$ cat src/rtl/intrapred_sched.sv
// -----------------------------------------------------------------------------
// intrapred_sched
//
// Frame-level scheduler for the intra-prediction pipeline. Walks macroblock
// numbers 0..num_mbs-1 through the extract -> mode -> residual -> SAD -> save
// chain, drives the shared enable/mbnumber inputs of that chain and tracks
// which macroblock occupies each pipeline stage.
//
// FSM: IDLE -> RUN -> DRAIN -> DONE -> IDLE.
//   RUN   : one new macroblock is injected into stage 0 on every advance.
//   DRAIN : bubbles are injected until the last real macroblock has retired.
//   DONE  : single-cycle frame_done pulse.
//
// Parameters
//   MB_NUMBER_BITS   macroblock index is MB_NUMBER_BITS+1 bits wide
//   PIPE_DEPTH       number of datapath stages tracked (>= 2)
//
// Ports
//   clk               clock
//   reset             asynchronous, active-high reset
//   start             one-cycle frame request, honoured only in IDLE
//   abort             cancel the current frame (wins over start in IDLE)
//   num_mbs           macroblocks in the frame, sampled on accepted start
//   pipe_ready        datapath can advance this cycle (saver backpressure)
//   enable            advance strobe to all datapath stages (combinational)
//   mbnumber          macroblock being injected into stage 0
//   stage_valid       bit i set when stage i holds a real macroblock
//   mb_retired        a macroblock leaves the last stage this cycle (comb.)
//   retired_mbnumber  tag of the last stage (meaningful with mb_retired)
//   busy              state is not IDLE
//   frame_done        one-cycle pulse at frame completion
//
// Optional feature (macro INTRAPRED_SCHED_PERF_EN):
//   stall_cycles      RUN/DRAIN cycles with pipe_ready low, saturating
//   frame_cycles      busy cycles of the current/last frame, saturating
//   Both clear on an accepted start and hold while IDLE.
// -----------------------------------------------------------------------------
module intrapred_sched #(
   parameter int MB_NUMBER_BITS = 12,
   parameter int PIPE_DEPTH     = 5
) (
   input  logic                    clk,
   input  logic                    reset,
   input  logic                    start,
   input  logic                    abort,
   input  logic [MB_NUMBER_BITS:0] num_mbs,
   input  logic                    pipe_ready,
   output logic                    enable,
   output logic [MB_NUMBER_BITS:0] mbnumber,
   output logic [PIPE_DEPTH-1:0]   stage_valid,
   output logic                    mb_retired,
   output logic [MB_NUMBER_BITS:0] retired_mbnumber,
   output logic                    busy,
   output logic                    frame_done
`ifdef INTRAPRED_SCHED_PERF_EN
   ,
   output logic [31:0]             stall_cycles,
   output logic [31:0]             frame_cycles
`endif
);

   typedef logic [MB_NUMBER_BITS:0] mb_t;

   typedef enum logic [1:0] {
      S_IDLE,
      S_RUN,
      S_DRAIN,
      S_DONE
   } state_t;

   localparam mb_t MB_ONE = mb_t'(1);

   state_t                state;
   mb_t                   next_mb;
   mb_t                   num_mbs_q;
   mb_t                   last_mb;
   mb_t                   stage_tag [PIPE_DEPTH];
   logic                  advance;
   logic                  start_ok;
   logic [PIPE_DEPTH-1:0] drain_shift;

   // Advance strobe: only while the pipe is being filled or drained, and only
   // when the saver stage can accept another macroblock.
   assign advance  = ((state == S_RUN) || (state == S_DRAIN)) && pipe_ready;
   assign enable   = advance;
   assign start_ok = (state == S_IDLE) && start && !abort;

   // num_mbs_q is never zero while in RUN, so this never underflows there.
   assign last_mb  = num_mbs_q - MB_ONE;

   // Valid vector as it will look after a DRAIN advance (bubble enters
   // stage 0). All-zero means the last real macroblock is retiring now.
   assign drain_shift = {stage_valid[PIPE_DEPTH-2:0], 1'b0};

   assign mbnumber         = next_mb;
   assign mb_retired       = advance & stage_valid[PIPE_DEPTH-1];
   assign retired_mbnumber = stage_tag[PIPE_DEPTH-1];

   // ---------------------------------------------------------------------------
   // Scheduler FSM, issue counter and stage tracking
   // ---------------------------------------------------------------------------
   // NOTE: sequential state is written with non-blocking assignments only, so
   // the shift below reads every stage's pre-edge value regardless of order.
   always_ff @(posedge clk or posedge reset) begin
      if (reset) begin
         state       <= S_IDLE;
         next_mb     <= '0;
         num_mbs_q   <= '0;
         stage_valid <= '0;
         busy        <= 1'b0;
         frame_done  <= 1'b0;
         // NOTE: the tag shift register is a handful of flops, not a RAM, so
         // it is reset along with everything else; this keeps
         // retired_mbnumber at zero out of reset.
         for (int i = 0; i < PIPE_DEPTH; i++) begin
            stage_tag[i] <= '0;
         end
      end else begin
         frame_done <= 1'b0;

         case (state)
            S_IDLE: begin
               if (start_ok) begin
                  next_mb   <= '0;
                  num_mbs_q <= num_mbs;
                  busy      <= 1'b1;
                  if (num_mbs == '0) begin
                     // Empty frame: nothing to issue, report completion now.
                     state      <= S_DONE;
                     frame_done <= 1'b1;
                  end else begin
                     state <= S_RUN;
                  end
               end
            end

            S_RUN: begin
               if (abort) begin
                  state       <= S_IDLE;
                  busy        <= 1'b0;
                  stage_valid <= '0;
               end else if (pipe_ready) begin
                  for (int i = PIPE_DEPTH-1; i > 0; i--) begin
                     stage_tag[i] <= stage_tag[i-1];
                  end
                  stage_tag[0] <= next_mb;
                  stage_valid  <= {stage_valid[PIPE_DEPTH-2:0], 1'b1};
                  next_mb      <= next_mb + MB_ONE;
                  if (next_mb == last_mb) begin
                     state <= S_DRAIN;
                  end
               end
            end

            S_DRAIN: begin
               if (abort) begin
                  state       <= S_IDLE;
                  busy        <= 1'b0;
                  stage_valid <= '0;
               end else if (pipe_ready) begin
                  // Bubble enters stage 0; its tag is stale and never used.
                  for (int i = PIPE_DEPTH-1; i > 0; i--) begin
                     stage_tag[i] <= stage_tag[i-1];
                  end
                  stage_valid <= drain_shift;
                  if (drain_shift == '0) begin
                     state      <= S_DONE;
                     frame_done <= 1'b1;
                  end
               end
            end

            S_DONE: begin
               // Completion is already reported; abort here has nothing left
               // to cancel and the FSM returns to IDLE either way.
               state <= S_IDLE;
               busy  <= 1'b0;
            end

            default: begin
               state       <= S_IDLE;
               busy        <= 1'b0;
               stage_valid <= '0;
            end
         endcase
      end
   end

`ifdef INTRAPRED_SCHED_PERF_EN
   // ---------------------------------------------------------------------------
   // Performance counters
   // ---------------------------------------------------------------------------
   logic stall_now;

   assign stall_now = ((state == S_RUN) || (state == S_DRAIN)) && !pipe_ready;

   always_ff @(posedge clk or posedge reset) begin
      if (reset) begin
         stall_cycles <= '0;
         frame_cycles <= '0;
      end else if (state == S_IDLE) begin
         // Hold the last frame's figures until the next frame is accepted.
         if (start_ok) begin
            stall_cycles <= '0;
            frame_cycles <= '0;
         end
      end else begin
         if (frame_cycles != '1) begin
            frame_cycles <= frame_cycles + 32'd1;
         end
         if (stall_now && (stall_cycles != '1)) begin
            stall_cycles <= stall_cycles + 32'd1;
         end
      end
   end
`endif

endmodule

$ cat config.mk
export PLATFORM = sky130hd
export DESIGN_NAME = intrapred_sched
export DESIGN_NICKNAME = d
export VERILOG_FILES = /design/src/rtl/intrapred_sched.sv
export SDC_FILE = /design/constraint.sdc
export NUM_CORES = 1
export LEC_CHECK = 0
export BUFFER_PORTS_ARGS = -buffer_cell sky130_fd_sc_hd__buf_4
export CAP_MARGIN = 0
export CORE_UTILIZATION = 61
export CTS_BUF_LIST = sky130_fd_sc_hd__clkbuf_8
export DETAILED_ROUTE_END_ITERATION = 6
export GPL_ROUTABILITY_DRIVEN = 0
export GPL_TIMING_DRIVEN = 0
export PLACE_DENSITY = 0.81
export SYNTH_ARGS = -nofsm -noshare
export SYNTH_HDL_FRONTEND = slang
export SYNTH_SLANG_ARGS = --single-unit
$ cat constraint.sdc
create_clock -name clk -period 8.94 [get_ports clk]
set_clock_uncertainty 0.1 [all_clocks]
set_input_delay 1.788 -clock clk [delete_from_list [all_inputs] [get_ports clk]]
set_output_delay 1.788 -clock clk [all_outputs]
set_load 0.01 [all_outputs]
==> impl_summary.txt <==
----------------------------------------------------
[Yosys]
  Fraction of the mapped netlist area in simple logic gates ... approximately 9%
  Avg Synthesized Cell Area ... ~12 um2
  Synth Cell Area ... between 4000 and 5000 um2
  Syn_nets ... a little under 400
  Synth Warn # ... 0
  Gate Count Post-Synth ... 366
  Flip-flop cell with the highest count after synthesis ... sky130_fd_sc_hd__dfrtp_1
  Arithmetic-cell share of the synthesized area counting full adders, half adders and majority gates ... approximately 1.4%
  Register area share after synthesis ... between 50% and 60%
  Compound-cell area share of the yosys netlist ... between 4 and 5%
  Parity-gate share of the synthesized area counting xor and xnor cells ... a little over 5%
  Number of storage elements in the synthesis netlist ... 100
  Mux contribution to synthesized area ... between 20% and 30%
  Distinct cell type count after synthesis ... 46
  FFs w/ async S/R, synth ... 100.0%
  Number of enable-type register cells in the synthesized netlist ... 0
  Combinational family with the most area after synthesis ... multiplexers

[Detailed routing]
  Routed via count ... about 3,000
  Number of violations reported at the end of detailed-routing iteration 0 ... around 160
  Drt pass-1 iters ... 4
  Antenna-violating nets left ... 0
  Drt wl/cell ... 14.64 um
  Drc violations ... 0
  Sum of routed wire length over all layers ... 7801 um
  Avg Vias per Cell ... 5.493

[Final layout]
  Share of cells above drive strength 1 ... a little under a third
  Fin nets ... 452
  Register area ... 2502 um2
  Area used by multi-input combinational logic ... 1852 um2
  Area growth syn-to-layout ... 15.82%
  Final Instance Area ... 5278 um2
  # fillers ... a little over 500
  Diodes inserted ... 0
  Finished Core Util ... 72.76%

[CTS]
  Number of clock buffers inserted by TritonCTS ... 9
  Gates resized, CTS repair ... 0
  Post-CTS Setup Inserts ... 0
  Cts hold-fix bufs ... 0
  Clock tree from TritonCTS ... yes
  Clock Sink Count ... 100
  Number of levels in the clock H-tree ... 3
  Clock latency reported for the late side of the worst-skew pair ... 360 ps
  Clock root buffer ... sky130_fd_sc_hd__clkbuf_8
  Clock slew at reported path FFs ... roughly 100 ps
  Clock buffer depth ... 2

[Setup path]
  CP Max Fanout ... 10
  CP max stage cell ... sky130_fd_sc_hd__clkbuf_1
  Endpoint arrival time on the critical path ... approximately 2500 ps
  Beginning of the critical path ... pipe_ready
  Critical path required time ... approximately 7100 ps
  CP peak stage delay ... 290 ps
  Total buffers and inverters traversed by the critical path ... 3
  Start of the worst register-to-register path ... state[1]
  Crit Path Class ... in -> out
  Most common cell type on the critical path ... sky130_fd_sc_hd__buf_4
  Kind of start point of the critical path ... input port
  Kind of end point of the critical path ... output port
  Cells traversed along the worst timing path ... buf_4 > clkbuf_1 > and3_1 > buf_4
  Critical path's top delay family ... buffers and inverters

[Timing]
  Final setup vio count ... 0
  Unrepaired setup endpoints after global routing ... false
  Max-slew violations ... 0
  Crit share post-route ... 49.00%
  Aggregate negative setup slack ... 0 ps
  Minimum clock period after layout ... 4381 ps
  Worst relative slew slack ... 47.88%
  Top achievable clock speed ... between 200 and 250 MHz
  Number of hold-slack violations in the final timing report ... 0
  Worst setup slack after layout ... about 4600 ps
  Worst-margin pin slew ... approximately 800 ps

[Place]
  Worst slack, placed ... between 4000 and 5000 ps
  Area of placed instances ... between 5000 and 6000 um2
  DPL Wire Length ... between 5000 and 6000 um
  Number of buffers added on ports ... 51

[GRT]
  Wire length of the first global-routing pass ... 13,550 um
  Antenna violations before repair ... 0
  Global-route total usage across every layer ... 23.05%
  Maximum number of pins on one net before global-route repair ... 69
  Via count of the first global-routing pass ... approximately 2,900
  Global route total overflow ... 0

[Die]
  Die outline area ... roughly 7800 um2
  I/O Pins ... 53
  Initial core utilization ... 62.83%
  Row count ... 31
  Die Span X ... roughly 88 um
  Core footprint ... slightly above 7000 um2
  Die height ... between 80 and 90 um

[Hold path]
  Hold path startpoint ... stage_tag[60]
  Type of the most critical hold path ... reg -> reg

[Power and ir drop]
  Power Dens Cells ... ~260 nW/um2
  Leakage ... between 2 and 3 nW
  Max IR drop VDD ... 162.1 uV
  Total power consumption of the routed design ... ~1.4 mW

[Job]
  Max-Cap Viols ... 0

[Outcome]
  Status ... finished clean

----------------------------------------------------
[final cells by class]
cell class                      instances  area share, %
Clock buffer                            9          2.347
Buffer                                 29          3.129
Tap cell                               99          2.347
Timing Repair Buffer                   52          7.776
Clock inverter                          7          1.138
Inverter                               10         0.7587
Multi-Input combinational cell        227          35.09
Sequential cell                       100          47.42
[where the power goes]
| group | internal (mW) | switching, mW | total, mW |
|---|---|---|---|
| clock network | 0.105 | 0.162 | 0.268 |
| logic | 0.248 | 0.276 | 0.523 |
| registers | 0.527 | 0.0734 | 0.601 |
[logic make-up after synthesis]
| logic type | Yosys count |
|---|---|
| compound gates | 32 |
| xor+xnor | 27 |
| fa+ha+maj | 5 |
| buf+inv | 39 |
| flops | 100 |
| mux | 82 |
| simple gates | 81 |
[final timing paths]
kind,end,slack [ps],cells after the start
hold reg to reg,stage_tag[47],380,1
setup reg to reg,stage_tag[21],6100,7
hold / removal,stage_tag[47],380,1
max in group asynchronous,stage_valid[3],6760,3
setup / recovery,mb_retired,4560,4
min in group asynchronous,stage_tag[62],1330,2
[Yosys cell counts, types with 2 or more instances]
| master | instances | area, um2 |
|---|---|---|
| sky130_fd_sc_hd__a21oi_1 | 4 | 20.02 |
| sky130_fd_sc_hd__a31oi_1 | 2 | 12.51 |
| sky130_fd_sc_hd__and2_1 | 3 | 18.77 |
| sky130_fd_sc_hd__and3_1 | 3 | 18.77 |
| sky130_fd_sc_hd__and4_1 | 3 | 26.28 |
| sky130_fd_sc_hd__buf_4 | 13 | 97.59 |
| sky130_fd_sc_hd__clkbuf_1 | 15 | 56.30 |
| sky130_fd_sc_hd__dfrtp_1 | 100 | 2502 |
| sky130_fd_sc_hd__ha_1 | 5 | 62.56 |
| sky130_fd_sc_hd__inv_1 | 8 | 30.03 |
| sky130_fd_sc_hd__inv_2 | 2 | 7.510 |
| sky130_fd_sc_hd__mux2_1 | 36 | 405.4 |
| sky130_fd_sc_hd__mux2_2 | 42 | 473.0 |
| sky130_fd_sc_hd__mux2i_1 | 4 | 40.04 |
| sky130_fd_sc_hd__nand2_1 | 18 | 67.56 |
| sky130_fd_sc_hd__nand3_1 | 7 | 35.03 |
| sky130_fd_sc_hd__nand4_1 | 3 | 18.77 |
| sky130_fd_sc_hd__nor2_1 | 21 | 78.83 |
| sky130_fd_sc_hd__nor2b_1 | 3 | 18.77 |
| sky130_fd_sc_hd__nor3_1 | 5 | 25.02 |
| sky130_fd_sc_hd__nor4_1 | 4 | 25.02 |
| sky130_fd_sc_hd__o21ai_0 | 7 | 35.03 |
| sky130_fd_sc_hd__o21ai_1 | 5 | 25.02 |
| sky130_fd_sc_hd__o22ai_1 | 2 | 12.51 |
| sky130_fd_sc_hd__o41ai_1 | 2 | 17.52 |
| sky130_fd_sc_hd__or4_1 | 4 | 30.03 |
| sky130_fd_sc_hd__xnor2_1 | 12 | 105.1 |
| sky130_fd_sc_hd__xor2_1 | 15 | 131.4 |
[flip-flops by register name (all words and copies together) (netlist names)]
signal / count
busy: 1
num_mbs_q: 13
stage_tag: 52
state: 2
retired_mbnumber: 13
stage_valid: 5
mbnumber: 13
frame_done: 1
[placed cells by master (no fill, tap or decap), types with 5 or more instances in the layout]
| cell | instances |
|---|---|
| sky130_fd_sc_hd__nor3_1 | 5 |
| sky130_fd_sc_hd__clkbuf_8 | 9 |
| sky130_fd_sc_hd__ha_1 | 5 |
| sky130_fd_sc_hd__nor2_1 | 21 |
| sky130_fd_sc_hd__mux2_1 | 36 |
| sky130_fd_sc_hd__xor2_1 | 15 |
| sky130_fd_sc_hd__nand2_1 | 18 |
| sky130_fd_sc_hd__nand3_1 | 7 |
| sky130_fd_sc_hd__o21ai_0 | 7 |
| sky130_fd_sc_hd__mux2_2 | 42 |
| sky130_fd_sc_hd__buf_4 | 64 |
| sky130_fd_sc_hd__xnor2_1 | 12 |
| sky130_fd_sc_hd__clkbuf_1 | 15 |
| sky130_fd_sc_hd__inv_1 | 7 |
| sky130_fd_sc_hd__dfrtp_1 | 100 |
| sky130_fd_sc_hd__o21ai_1 | 5 |
[metal layers]
metal / vias up / GRT usage [%] / wire, um
li1: 1398 / - / -
met1: 1451 / 29.69 / 3340
met2: 69 / 39.30 / 4024
met3: 10 / 4.384 / 311
met4: 0 / 7.918 / 124
met5: - / 0 / 0
[stage by stage]
step / std cells / hold WS, ps
3_3_place_gp: 516 / 361.7
3_5_place_dp: 517 / 368.8
5_1_grt: 533 / 393.6
2_1_floorplan: 366 / 351.7
4_1_cts: 533 / 387.1
6_report: 533 / 378.7
(Power assumes the default switching activity.)
